## src/rtl/cpu_pkg.sv

```systemverilog
// Shared types and constants for the Datapath2 hardwired control unit.
package cpu_pkg;

    localparam int unsigned OPW   = 5;
    localparam int unsigned STEPW = 4;

    typedef enum logic [STEPW-1:0] {
        S_RST  = 4'd0,
        S_T0   = 4'd1,
        S_T1   = 4'd2,
        S_T2   = 4'd3,
        S_T3   = 4'd4,
        S_T4   = 4'd5,
        S_T5   = 4'd6,
        S_T6   = 4'd7,
        S_T7   = 4'd8,
        S_HALT = 4'd9
    } state_t;

    // Instruction opcodes (IR[31:27])
    localparam logic [OPW-1:0] OPC_LD   = 5'd0;
    localparam logic [OPW-1:0] OPC_LDI  = 5'd1;
    localparam logic [OPW-1:0] OPC_ST   = 5'd2;
    localparam logic [OPW-1:0] OPC_ADD  = 5'd3;
    localparam logic [OPW-1:0] OPC_SUB  = 5'd4;
    localparam logic [OPW-1:0] OPC_AND  = 5'd5;
    localparam logic [OPW-1:0] OPC_OR   = 5'd6;
    localparam logic [OPW-1:0] OPC_SHR  = 5'd7;
    localparam logic [OPW-1:0] OPC_SHRA = 5'd8;
    localparam logic [OPW-1:0] OPC_SHL  = 5'd9;
    localparam logic [OPW-1:0] OPC_ROR  = 5'd10;
    localparam logic [OPW-1:0] OPC_ROL  = 5'd11;
    localparam logic [OPW-1:0] OPC_ADDI = 5'd12;
    localparam logic [OPW-1:0] OPC_ANDI = 5'd13;
    localparam logic [OPW-1:0] OPC_ORI  = 5'd14;
    localparam logic [OPW-1:0] OPC_MUL  = 5'd15;
    localparam logic [OPW-1:0] OPC_DIV  = 5'd16;
    localparam logic [OPW-1:0] OPC_NEG  = 5'd17;
    localparam logic [OPW-1:0] OPC_NOT  = 5'd18;
    localparam logic [OPW-1:0] OPC_BR   = 5'd19;
    localparam logic [OPW-1:0] OPC_JR   = 5'd20;
    localparam logic [OPW-1:0] OPC_JAL  = 5'd21;
    localparam logic [OPW-1:0] OPC_IN   = 5'd22;
    localparam logic [OPW-1:0] OPC_OUT  = 5'd23;
    localparam logic [OPW-1:0] OPC_MFHI = 5'd24;
    localparam logic [OPW-1:0] OPC_MFLO = 5'd25;
    localparam logic [OPW-1:0] OPC_NOP  = 5'd26;
    localparam logic [OPW-1:0] OPC_HALT = 5'd27;

    // ALU control codes used outside the R-type path
    localparam logic [OPW-1:0] OP_ADD   = 5'd3;
    localparam logic [OPW-1:0] OP_INCPC = 5'd12;

    // Full strobe set driven into the datapath
    typedef struct packed {
        logic [OPW-1:0] alu_op;
        logic pc_out;
        logic zhigh_out;
        logic zlow_out;
        logic mdr_out;
        logic hi_out;
        logic lo_out;
        logic inport_out;
        logic mar_in;
        logic z_in;
        logic pc_in;
        logic mdr_in;
        logic ir_in;
        logic y_in;
        logic hi_in;
        logic lo_in;
        logic outport_in;
        logic con_in;
        logic read;
        logic write;
        logic gra;
        logic grb;
        logic grc;
        logic r_in;
        logic r_out;
        logic ba_out;
        logic c_out;
        logic r15_sel;
        logic run;
    } ctrl_t;

    // Final execute step of each opcode; the step after it is T0
    function automatic state_t last_step(input logic [OPW-1:0] op);
        state_t s;
        case (op)
            OPC_LD, OPC_ST:                 s = S_T7;
            OPC_MUL, OPC_DIV, OPC_BR:       s = S_T6;
            OPC_LDI, OPC_ADD, OPC_SUB, OPC_AND, OPC_OR, OPC_SHR, OPC_SHRA,
            OPC_SHL, OPC_ROR, OPC_ROL, OPC_ADDI, OPC_ANDI, OPC_ORI:
                                            s = S_T5;
            OPC_NEG, OPC_NOT, OPC_JAL:      s = S_T4;
            default:                        s = S_T3;
        endcase
        return s;
    endfunction

    // Sequential successor within the execute phase
    function automatic state_t step_after(input state_t s);
        state_t n;
        case (s)
            S_T3:    n = S_T4;
            S_T4:    n = S_T5;
            S_T5:    n = S_T6;
            S_T6:    n = S_T7;
            default: n = S_T0;
        endcase
        return n;
    endfunction

    // Execute steps that hold until memory reports done
    function automatic logic mem_wait_step(input state_t s, input logic [OPW-1:0] op);
        return ((s == S_T6) && (op == OPC_LD)) || ((s == S_T7) && (op == OPC_ST));
    endfunction

endpackage

```

## src/rtl/cs_decode.sv

```systemverilog
// Combinational strobe decode from the current step, latched opcode and branch flag.
module cs_decode
    import cpu_pkg::*;
(
    input  state_t         state,
    input  logic [OPW-1:0] op_q,
    input  logic           con_ff,
    output ctrl_t          ctrl
);

    // Strobes for the current step; anything not named stays low
    always_comb begin
        ctrl     = '0;
        ctrl.run = (state != S_RST) && (state != S_HALT);
        case (state)
            S_T0: begin
                ctrl.pc_out = 1'b1; ctrl.mar_in = 1'b1; ctrl.z_in = 1'b1;
                ctrl.alu_op = OP_INCPC;
            end
            S_T1: begin
                ctrl.zlow_out = 1'b1; ctrl.pc_in = 1'b1; ctrl.read = 1'b1; ctrl.mdr_in = 1'b1;
            end
            S_T2: begin
                ctrl.mdr_out = 1'b1; ctrl.ir_in = 1'b1;
            end
            S_T3: begin
                case (op_q)
                    OPC_LD, OPC_LDI, OPC_ST: begin
                        ctrl.grb = 1'b1; ctrl.ba_out = 1'b1; ctrl.y_in = 1'b1;
                    end
                    OPC_ADD, OPC_SUB, OPC_AND, OPC_OR, OPC_SHR, OPC_SHRA, OPC_SHL,
                    OPC_ROR, OPC_ROL, OPC_ADDI, OPC_ANDI, OPC_ORI: begin
                        ctrl.grb = 1'b1; ctrl.r_out = 1'b1; ctrl.y_in = 1'b1;
                    end
                    OPC_NEG, OPC_NOT: begin
                        ctrl.grb = 1'b1; ctrl.r_out = 1'b1; ctrl.z_in = 1'b1; ctrl.alu_op = op_q;
                    end
                    OPC_MUL, OPC_DIV: begin
                        ctrl.gra = 1'b1; ctrl.r_out = 1'b1; ctrl.y_in = 1'b1;
                    end
                    OPC_BR:   begin ctrl.gra = 1'b1; ctrl.r_out = 1'b1; ctrl.con_in = 1'b1; end
                    OPC_JR:   begin ctrl.gra = 1'b1; ctrl.r_out = 1'b1; ctrl.pc_in = 1'b1; end
                    OPC_JAL:  begin ctrl.pc_out = 1'b1; ctrl.r15_sel = 1'b1; ctrl.r_in = 1'b1; end
                    OPC_IN:   begin ctrl.inport_out = 1'b1; ctrl.gra = 1'b1; ctrl.r_in = 1'b1; end
                    OPC_OUT:  begin ctrl.gra = 1'b1; ctrl.r_out = 1'b1; ctrl.outport_in = 1'b1; end
                    OPC_MFHI: begin ctrl.hi_out = 1'b1; ctrl.gra = 1'b1; ctrl.r_in = 1'b1; end
                    OPC_MFLO: begin ctrl.lo_out = 1'b1; ctrl.gra = 1'b1; ctrl.r_in = 1'b1; end
                    default: ;
                endcase
            end
            S_T4: begin
                case (op_q)
                    OPC_LD, OPC_LDI, OPC_ST: begin
                        ctrl.c_out = 1'b1; ctrl.z_in = 1'b1; ctrl.alu_op = OP_ADD;
                    end
                    OPC_ADD, OPC_SUB, OPC_AND, OPC_OR, OPC_SHR, OPC_SHRA, OPC_SHL,
                    OPC_ROR, OPC_ROL: begin
                        ctrl.grc = 1'b1; ctrl.r_out = 1'b1; ctrl.z_in = 1'b1; ctrl.alu_op = op_q;
                    end
                    OPC_ADDI, OPC_ANDI, OPC_ORI: begin
                        ctrl.c_out = 1'b1; ctrl.z_in = 1'b1; ctrl.alu_op = op_q;
                    end
                    OPC_NEG, OPC_NOT: begin
                        ctrl.zlow_out = 1'b1; ctrl.gra = 1'b1; ctrl.r_in = 1'b1;
                    end
                    OPC_MUL, OPC_DIV: begin
                        ctrl.grb = 1'b1; ctrl.r_out = 1'b1; ctrl.z_in = 1'b1; ctrl.alu_op = op_q;
                    end
                    OPC_BR:  begin ctrl.pc_out = 1'b1; ctrl.y_in = 1'b1; end
                    OPC_JAL: begin ctrl.gra = 1'b1; ctrl.r_out = 1'b1; ctrl.pc_in = 1'b1; end
                    default: ;
                endcase
            end
            S_T5: begin
                case (op_q)
                    OPC_LD, OPC_ST: begin ctrl.zlow_out = 1'b1; ctrl.mar_in = 1'b1; end
                    OPC_LDI, OPC_ADD, OPC_SUB, OPC_AND, OPC_OR, OPC_SHR, OPC_SHRA, OPC_SHL,
                    OPC_ROR, OPC_ROL, OPC_ADDI, OPC_ANDI, OPC_ORI: begin
                        ctrl.zlow_out = 1'b1; ctrl.gra = 1'b1; ctrl.r_in = 1'b1;
                    end
                    OPC_MUL, OPC_DIV: begin ctrl.zlow_out = 1'b1; ctrl.lo_in = 1'b1; end
                    OPC_BR: begin
                        ctrl.c_out = 1'b1; ctrl.z_in = 1'b1; ctrl.alu_op = OP_ADD;
                    end
                    default: ;
                endcase
            end
            S_T6: begin
                case (op_q)
                    OPC_LD:  begin ctrl.read = 1'b1; ctrl.mdr_in = 1'b1; end
                    OPC_ST:  begin ctrl.gra = 1'b1; ctrl.r_out = 1'b1; ctrl.mdr_in = 1'b1; end
                    OPC_MUL, OPC_DIV: begin ctrl.zhigh_out = 1'b1; ctrl.hi_in = 1'b1; end
                    OPC_BR:  begin ctrl.zlow_out = con_ff; ctrl.pc_in = con_ff; end
                    default: ;
                endcase
            end
            S_T7: begin
                case (op_q)
                    OPC_LD:  begin ctrl.mdr_out = 1'b1; ctrl.gra = 1'b1; ctrl.r_in = 1'b1; end
                    OPC_ST:  ctrl.write = 1'b1;
                    default: ;
                endcase
            end
            default: ;
        endcase
    end

endmodule

```

## src/rtl/control_sequencer.sv

```systemverilog
// Hardwired T0..T7 control sequencer for the Datapath2 RISC datapath.
module control_sequencer
    import cpu_pkg::*;
(
    input  logic           clk,
    input  logic           clr,
    input  logic [OPW-1:0] ir_op,
    input  logic           con_ff,
    input  logic           mem_rdy,
    output logic [OPW-1:0] alu_op,
    output logic           PCout,
    output logic           Zhighout,
    output logic           Zlowout,
    output logic           MDRout,
    output logic           HIout,
    output logic           LOout,
    output logic           InportOut,
    output logic           MARin,
    output logic           Zin,
    output logic           PCin,
    output logic           MDRin,
    output logic           IRin,
    output logic           Yin,
    output logic           HIin,
    output logic           LOin,
    output logic           OutportIn,
    output logic           CONin,
    output logic           Read,
    output logic           Write,
    output logic           Gra,
    output logic           Grb,
    output logic           Grc,
    output logic           Rin,
    output logic           Rout,
    output logic           BAout,
    output logic           Cout,
    output logic           r15_sel,
    output logic           run
);

    state_t         state_q;
    state_t         state_d;
    logic [OPW-1:0] op_q;
    logic           stall_c;
    ctrl_t          dec_ctrl;
    ctrl_t          ctrl_c;

    // Step register; clr returns to RST immediately
    always_ff @(posedge clk or negedge clr) begin
        if (!clr) state_q <= S_RST;
        else      state_q <= state_d;
    end

    // Opcode captured as fetch hands over to execute
    always_ff @(posedge clk or negedge clr) begin
        if (!clr)                                      op_q <= '0;
        else if ((state_q == S_T2) && (state_d == S_T3)) op_q <= ir_op;
    end

    assign stall_c = mem_wait_step(state_q, op_q) && !mem_rdy;

    // Next step: fetch, opcode dispatch at T2, execute with memory waits
    always_comb begin
        state_d = state_q;
        case (state_q)
            S_RST:  state_d = S_T0;
            S_T0:   state_d = S_T1;
            S_T1:   if (mem_rdy) state_d = S_T2;
            S_T2: begin
                if (ir_op == OPC_HALT)     state_d = S_HALT;
                else if (ir_op >= OPC_NOP) state_d = S_T0;
                else                       state_d = S_T3;
            end
            S_HALT: state_d = S_HALT;
            default: begin
                if (stall_c)                          state_d = state_q;
                else if (state_q == last_step(op_q))  state_d = S_T0;
                else                                  state_d = step_after(state_q);
            end
        endcase
    end

    cs_decode u_decode (
        .state  (state_q),
        .op_q   (op_q),
        .con_ff (con_ff),
        .ctrl   (dec_ctrl)
    );

    // PC load during fetch waits for the memory-done cycle
    always_comb begin
        ctrl_c = dec_ctrl;
        if ((state_q == S_T1) && !mem_rdy) ctrl_c.pc_in = 1'b0;
    end

    assign alu_op    = ctrl_c.alu_op;
    assign PCout     = ctrl_c.pc_out;
    assign Zhighout  = ctrl_c.zhigh_out;
    assign Zlowout   = ctrl_c.zlow_out;
    assign MDRout    = ctrl_c.mdr_out;
    assign HIout     = ctrl_c.hi_out;
    assign LOout     = ctrl_c.lo_out;
    assign InportOut = ctrl_c.inport_out;
    assign MARin     = ctrl_c.mar_in;
    assign Zin       = ctrl_c.z_in;
    assign PCin      = ctrl_c.pc_in;
    assign MDRin     = ctrl_c.mdr_in;
    assign IRin      = ctrl_c.ir_in;
    assign Yin       = ctrl_c.y_in;
    assign HIin      = ctrl_c.hi_in;
    assign LOin      = ctrl_c.lo_in;
    assign OutportIn = ctrl_c.outport_in;
    assign CONin     = ctrl_c.con_in;
    assign Read      = ctrl_c.read;
    assign Write     = ctrl_c.write;
    assign Gra       = ctrl_c.gra;
    assign Grb       = ctrl_c.grb;
    assign Grc       = ctrl_c.grc;
    assign Rin       = ctrl_c.r_in;
    assign Rout      = ctrl_c.r_out;
    assign BAout     = ctrl_c.ba_out;
    assign Cout      = ctrl_c.c_out;
    assign r15_sel   = ctrl_c.r15_sel;
    assign run       = ctrl_c.run;

endmodule

```

## config.mk

```make
export PLATFORM = sky130hd
export DESIGN_NAME = control_sequencer
export DESIGN_NICKNAME = d
export VERILOG_FILES = /design/src/rtl/cpu_pkg.sv /design/src/rtl/cs_decode.sv /design/src/rtl/control_sequencer.sv
export SDC_FILE = /design/constraint.sdc
export NUM_CORES = 1
export LEC_CHECK = 0
export CAP_MARGIN = 20
export CORE_MARGIN = 2
export CORE_UTILIZATION = 39
export CTS_BUF_LIST = sky130_fd_sc_hd__clkbuf_8
export CTS_CLUSTER_SIZE = 20
export DETAILED_ROUTE_END_ITERATION = 12
export PLACE_DENSITY = 0.69
export SLEW_MARGIN = 20
export SYNTH_ARGS = -nofsm -noshare
export SYNTH_HDL_FRONTEND = slang
export SYNTH_SLANG_ARGS = --single-unit
```

## constraint.sdc

```tcl
create_clock -name clk -period 2.68 [get_ports clk]
set_input_delay 0.536 -clock clk [delete_from_list [all_inputs] [get_ports clk]]
set_output_delay 0.536 -clock clk [all_outputs]
set_load 0.01 [all_outputs]
```

==> out/qor_table.md, run 1 <==
| Metric | Value | Unit |
| --- | --- | --- |
| FF+latch count, synth | 9 | - |
| Final number of hold-violating endpoints | 0 | - |
| RSZ-0062 raised after global routing | true | - |
| Outcome | finished with violations | - |
| Post-Synthesis Mean Instance Area | 6.90 | µm² |
| Largest cells by area after synthesis | dfrtp_1 17%, nor2_1 7.0%, nand2_1 5.6% | - |
| Number of global-route vias before repair | 1717 | - |
| Leakage Power | 1.07 | nW |
| Global-route wire length before repair | 8020 | µm |
| Core area | 3310 | µm² |
| Final Max Slew Viols | 0 | - |
| Share of cells above drive strength 1 | 37.5 | % |
| GR Layer Usage met1 | 31.3 | % |
| Signed area change from the synthesized netlist to the final layout | 72.5 | % |
| First DRT Iteration DRCs | 170 | - |
| Register-to-Register Setup Slack | 0.47 | ns |
| Busiest metal layer after global routing | met2 | - |
| Post-synthesis sequential area ratio | 16.9 | % |
| H-tree depth | 1 | - |
| Power density cells | 1260 | nW/µm² |
| Internal power of the cells | 1.52 | mW |
| Number of nets in the layout | 289 | - |
| Violations in the final reports | setup timing | - |
| Half-perimeter wire length after placement | 3700 | µm |
| Post-Syn Nets | 206 | - |
| Antenna violations before repair | 0 | - |
| Clock share of power | 5.3 | % |
| Clock Sink Count | 9 | - |
| Transition time at the pin with the least slew margin | 0.430 | ns |
| Root buf cell | clkbuf_8 | - |
| Via density per instance | 5.64 | - |
| Critical path fanouts, max | 5 | - |
| Proportion of register bits with asynchronous set or reset after synthesis | 100 | % |
| Width of the die | 62.5 | µm |
| Overall via count from detail_route | 1810 | - |
| Area used by multi-input combinational logic | 1150 | µm² |
| Drc violations | 0 | - |
| Starting density of the core | 40.2 | % |
| Inserted Clock Buffers | 3 | - |
| Number of placed I/O pins | 42 | - |
| Clk pin slew, worst setup/hold paths | 0.04 | ns |
| Cell count after synthesis | 193 | - |
| Remaining global-route overflow | 0 | - |
| Overall Global Routing Usage | 25.5 | % |
| Area of the mapped netlist | 1330 | µm² |
| # port buffers | 41 | - |
| Cell with the most instances after synthesis | nor2_1 | - |
| Die extent in y | 62.5 | µm |
| Final worst clock skew | 0.00184 | ns |
| Type of the worst setup path | reg2out | - |
| Power dissipated by switching net loads | 1.39 | mW |
| Top cell types by occurrence after synthesis | 25 x nor2_1, 20 x nand2_1, 12 x o21ai_0 | - |
| Routability Congestion | 0.912 | - |
| Average wire per standard cell | 15.7 | µm |
| Post-synthesis cell type with the largest combined area | dfrtp_1 | - |
| TritonCTS clock tree | done | - |
| DRT Wirelength | 5050 | µm |
| Timing-limited maximum frequency | 371 | MHz |
| Number of nets with antenna violations after routing | 0 | - |
| Combinational power share | 82.7 | % |
| Count of standard-cell rows | 21 | - |
| Critical path data arrival time | 2.16 | ns |
| Number of distinct library cells after synthesis | 54 | - |
| Finish-stage setup viols | 1 | - |
| Data required time of the critical path | 2.14 | ns |
| Area share of the largest cell type after synthesis | 16.9 | % |
| Setup slack of the critical path after layout | -0.0175 | ns |
| Largest net degree at the start of global routing | 13 | - |
| Sequential power share | 12.1 | % |
| Pre-CTS setup slack | -0.177 | ns |
| Max capacitance violation total | 0 | - |
| Min Clock Period, post-route | 2.70 | ns |
| Worst supply voltage drop on vdd | 0.730 | mV |
| Buffers from clock root to sink, at most | 2 | - |
| Rel. slew slack | 71.2 | % |
| Sw frac | 47.8 | % |
| Total of hold buffers inserted after clock tree synthesis | 0 | - |
| Total Die Area | 3900 | µm² |
| First drt pass iteration count | 4 | - |
| Endpoint type of the worst setup path | primary output | - |
| Number of warnings printed during yosys synthesis | 0 | - |
| Ant. Diodes | 0 | - |
| Met2 Use GR | 46.5 | % |
| Number of enable flip-flop cells after synthesis | 0 | - |
| Clock network latency to the later pin of the worst-skew pair | 0.23 | ns |
| Storage element area | 233 | µm² |
| Final worst path period share | 101 | % |
| Fill count | 293 | - |
| Synth Flop Type | dfrtp_1 | - |
| Path class of the lowest-slack min-delay path | reg2reg | - |
| Kind of launch point of the worst setup path | register | - |
| Global routing met3 resource utilization | 1.44 | % |
| Finished Core Util | 69.4 | % |
## logic make-up after synthesis
family | share of synthesized area (%)
compound gates | 25.8
xor+xnor | 2.63
fa+ha+maj | 4.51
buf+inv | 7.98
flops | 16.9
mux | 4.98
simple gates | 37.2
## worst paths after layout
check / from / to / depth (start not counted)
worst min-delay path: op_q[1]$_DFFE_PN0P_ / op_q[1]$_DFFE_PN0P_ / 1
worst min register to register: op_q[1]$_DFFE_PN0P_ / op_q[1]$_DFFE_PN0P_ / 1
max in group asynchronous: clr / op_q[2]$_DFFE_PN0P_ / 1
worst max register to register: op_q[4]$_DFFE_PN0P_ / state_q[1]$_DFF_PN0_ / 7
worst max-delay path: op_q[1]$_DFFE_PN0P_ / Zin / 9
min in group asynchronous: clr / state_q[2]$_DFF_PN0_ / 1
## layout make-up
class	instances	share of cell area, %
timing repair buffer	95	34.2
sequential	9	10.1
clock inverter	1	0.163
multi-input combinational	160	50.0
tap	46	2.50
inverter	7	1.14
clock buffer	3	1.80
## stage by stage
stage / cell area [µm²] / power [mW] / cells / setup TNS (ns) / hold WS [ns]
final: 2300 / 2.90 / 321 / -0.0175 / 0.601
after global routing: 2300 / 3.11 / 321 / -0.163 / 0.634
after CTS: 2190 / 2.65 / 312 / -0.351 / 0.571
after detailed placement: 2040 / 2.32 / 305 / -0.936 / 0.571
after global placement: 2040 / 2.30 / 305 / -0.376 / 0.551
after floorplan: 1330 / 1.44 / 193 / 0 / 0.240
## sequential cells by signal (all words and copies together), names as in the netlist
signal	count
op_q	5
state_q	4
## critical path: stages, from the launching register on
cell,delay (ns)
dfrtp_1,0.41
buf_4,0.16
ha_4,0.18
nor3_4,0.22
buf_4,0.15
a221oi_4,0.06
buf_4,0.15
nor3b_4,0.21
o22ai_1,0.09
dlygate4sd2_1,0.29
## per-layer routing
layer / share of wire, % / wire length [µm]
met5: 0 / 0
met4: 1.6 / 79
met3: 5.4 / 274
met2: 51 / 2560
met1: 42 / 2140
## power groups by stage
stage          Clock (mW)  Combinational [mW]  Sequential [mW]
2_1_floorplan           0                1.18            0.256
3_3_place_gp            0                1.96            0.342
3_5_place_dp            0                1.98            0.345
4_1_cts             0.157                2.14            0.351
5_1_grt             0.164                2.59            0.361
6_report            0.153                2.40            0.351
## repair_timing
action	4_1_cts	5_1_grt
hold endpoints to repair	0	0
resized for setup	44	37
endpoints found under the setup margin	20	20
buffers inserted	3	9
pin swaps	5	4
## cells in the final DEF (no fill, tap or decap), drive strengths merged, types with 7 or more instances in the layout
cell,n
nor3,9
nor2,25
inv,8
a21oi,7
buf,56
nand3,11
dfrtp,9
nand2,20
o21ai,13
clkdlybuf4s50,20
dlygate4sd2,9
clkbuf,7
No activity file was read; power rests on OpenSTA's default activity.
==> run 2, diff against run 1 <==
--- a/config.mk
+++ b/config.mk
@@ -5,14 +5,15 @@
 export SDC_FILE = /design/constraint.sdc
 export NUM_CORES = 1
 export LEC_CHECK = 0
+export ABC_AREA = 0
 export CAP_MARGIN = 20
+export CORE_ASPECT_RATIO = 1.5
 export CORE_MARGIN = 2
 export CORE_UTILIZATION = 39
 export CTS_BUF_LIST = sky130_fd_sc_hd__clkbuf_8
 export CTS_CLUSTER_SIZE = 20
 export DETAILED_ROUTE_END_ITERATION = 12
 export PLACE_DENSITY = 0.69
-export SLEW_MARGIN = 20
 export SYNTH_ARGS = -nofsm -noshare
 export SYNTH_HDL_FRONTEND = slang
 export SYNTH_SLANG_ARGS = --single-unit
==> out/qor_table.md, run 2 (synthesis results as in run 1) <==
| Metric | Value | Unit | vs previous |
| --- | --- | --- | --- |
| Kind of launch point of the worst setup path | register | - | unchanged |
| Power density cells | 1250 | nW/µm² | was 1260 nW/µm² |
| First DRT Iteration DRCs | 77 | - | was 170 |
| Leading cell types in the layout, fill and taps excluded | 38 x buf_4, 21 x nor2_1, 21 x clkdlybuf4s50_1 | - | was 53 x buf_4, 20 x nor2_1, 20 x nand2_1, 20 x clkdlybuf4s50_1, 10 x nand3_1 |
| Placed instance count | 294 | - | was 305 |
| Total of hold buffers inserted after clock tree synthesis | 0 | - | unchanged |
| Overall via count from detail_route | 1761 | - | was 1810 |
| Share of cells above drive strength 1 | 34.0 | % | was 37.5% |
| Outcome | completed | - | was finished with violations |
| Root buf cell | clkbuf_8 | - | unchanged |
| Endpoint type of the worst setup path | primary output | - | unchanged |
| Die extent in y | 75.6 | µm | was 62.5 µm |
| Post-route cell area | 2200 | µm² | was 2300 µm² |
| Registers with the most flip-flops | op_q x5, state_q x4 | - | unchanged |
| # port buffers | 41 | - | unchanged |
| Inserted Clock Buffers | 3 | - | unchanged |
| Remaining global-route overflow | 0 | - | unchanged |
| Top reg by flops | op_q | - | unchanged |
| First drt pass iteration count | 4 | - | unchanged |
| Rel. slew slack | 73.0 | % | was 71.2% |
| Worst supply voltage drop on vdd | 0.811 | mV | was 0.730 mV |
| Clk pin slew, worst setup/hold paths | 0.04 | ns | about the same |
| Drc violations | 0 | - | unchanged |
| Half-perimeter wire length after placement | 3620 | µm | was 3700 µm |
| H-tree depth | 1 | - | unchanged |
| Max capacitance violation total | 0 | - | unchanged |
| Number of placed I/O pins | 42 | - | unchanged |
| Total Die Area | 3910 | µm² | was 3900 µm² |
| Data required time of the critical path | 2.14 | ns | about the same |
| Final worst clock skew | 0.000834 | ns | was 0.00184 ns |
| Final cell count without fillers | 304 | - | was 321 |
| Routability Congestion | 0.947 | - | was 0.912 |
| Number of global-route vias before repair | 1625 | - | was 1717 |
| Largest net degree at the start of global routing | 19 | - | was 13 |
| Flip-flop count of the largest register, all copies and words added | 5 | - | unchanged |
| Clock Sink Count | 9 | - | unchanged |
| Core area | 3350 | µm² | was 3310 µm² |
| Total negative slack | 0 | ns | was -0.0175 ns |
| Final Max Slew Viols | 0 | - | unchanged |
| Overall Global Routing Usage | 25.2 | % | was 25.5% |
| Buffers from clock root to sink, at most | 2 | - | unchanged |
| Timing-limited maximum frequency | 382 | MHz | was 371 MHz |
| Finish-stage setup viols | 0 | - | was 1 |
| Path class of the lowest-slack min-delay path | in2async | - | was reg2reg |
| Signed area change from the synthesized netlist to the final layout | 65.3 | % | was 72.5% |
| TritonCTS clock tree | done | - | unchanged |
| Via density per instance | 5.79 | - | was 5.64 |
| Clock network latency to the later pin of the worst-skew pair | 0.23 | ns | about the same |
| Leakage Power | 1.04 | nW | was 1.07 nW |
| Critical path fanouts, max | 12 | - | was 5 |
| Ant. Diodes | 0 | - | unchanged |
| Min Clock Period, post-route | 2.62 | ns | was 2.70 ns |
| Standard cell area after detailed placement | 1980 | µm² | was 2040 µm² |
| Final worst path period share | 97.7 | % | was 101% |
| Critical path data arrival time | 2.08 | ns | was 2.16 ns |
| Count of standard-cell rows | 26 | - | was 21 |
| Commonest non-fill, non-tap cell in the layout | buf_4 | - | unchanged |
| Number of nets with antenna violations after routing | 0 | - | unchanged |
| Final number of hold-violating endpoints | 0 | - | unchanged |
| DRT Wirelength | 4720 | µm | was 5050 µm |
| Width of the die | 51.7 | µm | was 62.5 µm |
| Type of the worst setup path | reg2out | - | unchanged |
| Number of nets in the layout | 276 | - | was 289 |
| Antenna violations before repair | 0 | - | unchanged |
| Starting density of the core | 39.8 | % | was 40.2% |
| Transition time at the pin with the least slew margin | 0.404 | ns | was 0.430 ns |
| Global-route wire length before repair | 7470 | µm | was 8020 µm |
| Average wire per standard cell | 15.5 | µm | was 15.7 µm |
## run 2: cell types whose count changed in the layout (fill, tap and decap cells not counted), moves of 2 or more
| cell | before | now |
|---|---|---|
| and3_4 | 2 | 0 |
| buf_4 | 53 | 38 |
| buf_6 | 0 | 3 |
| dlygate4sd2_1 | 9 | 5 |
| dlymetal6s2s_1 | 6 | 8 |
| nor3_2 | 1 | 3 |
## run 2: metrics by stage
step	setup WS [ns]	hold WS, ns	power, mW	utilization (%)
after floorplan	0.287	0.240	1.44	-
after global placement	-0.103	0.549	2.28	59.0
after detailed placement	-0.115	0.562	2.28	59.0
after CTS	-0.161	0.575	2.55	62.4
after global routing	-0.0134	0.619	2.99	65.7
final	0.0625	0.605	2.76	65.7
## run 2: timing repair
item | CTS | global route
endpoints found under the setup margin | 20 | 20
gates resized for setup | 37 | 44
pin swaps | 3 | 7
buffers inserted | 2 | 4
## run 2: power breakdown
| part | switching, mW | internal [mW] |
|---|---|---|
| sequential | 0.166 | 0.216 |
| combinational | 1.12 | 1.11 |
| clock | 0.0486 | 0.0993 |
| total | 1.33 | 1.43 |
## run 2: path summary, 6_finish.rpt
check,cells after the start,start,slack (ns),endpoint
min in group clk,1,op_q[1]$_DFFE_PN0P_,0.61,op_q[1]$_DFFE_PN0P_
min,1,clr,0.61,state_q[2]$_DFF_PN0_
min reg2reg,1,op_q[1]$_DFFE_PN0P_,0.61,op_q[1]$_DFFE_PN0P_
max,5,op_q[4]$_DFFE_PN0P_,0.06,MDRin
max reg2reg,7,op_q[2]$_DFFE_PN0P_,0.57,state_q[0]$_DFF_PN0_
max in group asynchronous,1,clr,1.76,op_q[0]$_DFFE_PN0P_
## run 2: area by class of cell
class | count | area, µm²
clock buffer | 3 | 41.3
clock inverter | 1 | 3.75
fill | 304 | 1150
inverter | 7 | 26.3
multi-input combinational | 160 | 1140
sequential | 9 | 234
tap | 42 | 52.6
timing repair buffer | 82 | 708
## run 2: per-layer routing
| metal | up-vias | share of wire, % | global-route usage, % |
|---|---|---|---|
| met5 | - | 0 | 0 |
| met4 | 0 | 3.4 | 11.7 |
| met3 | 20 | 5.3 | 2.35 |
| met2 | 85 | 54 | 46.3 |
| met1 | 813 | 37 | 29.3 |
| li1 | 843 | - | - |
## run 2: worst max-delay path, stage by stage, from the launching register on
cell	delay, ns
dfrtp_2	0.48
or3_4	0.45
nor2_1	0.16
a21o_1	0.15
nand2b_1	0.09
clkdlybuf4s50_1	0.52
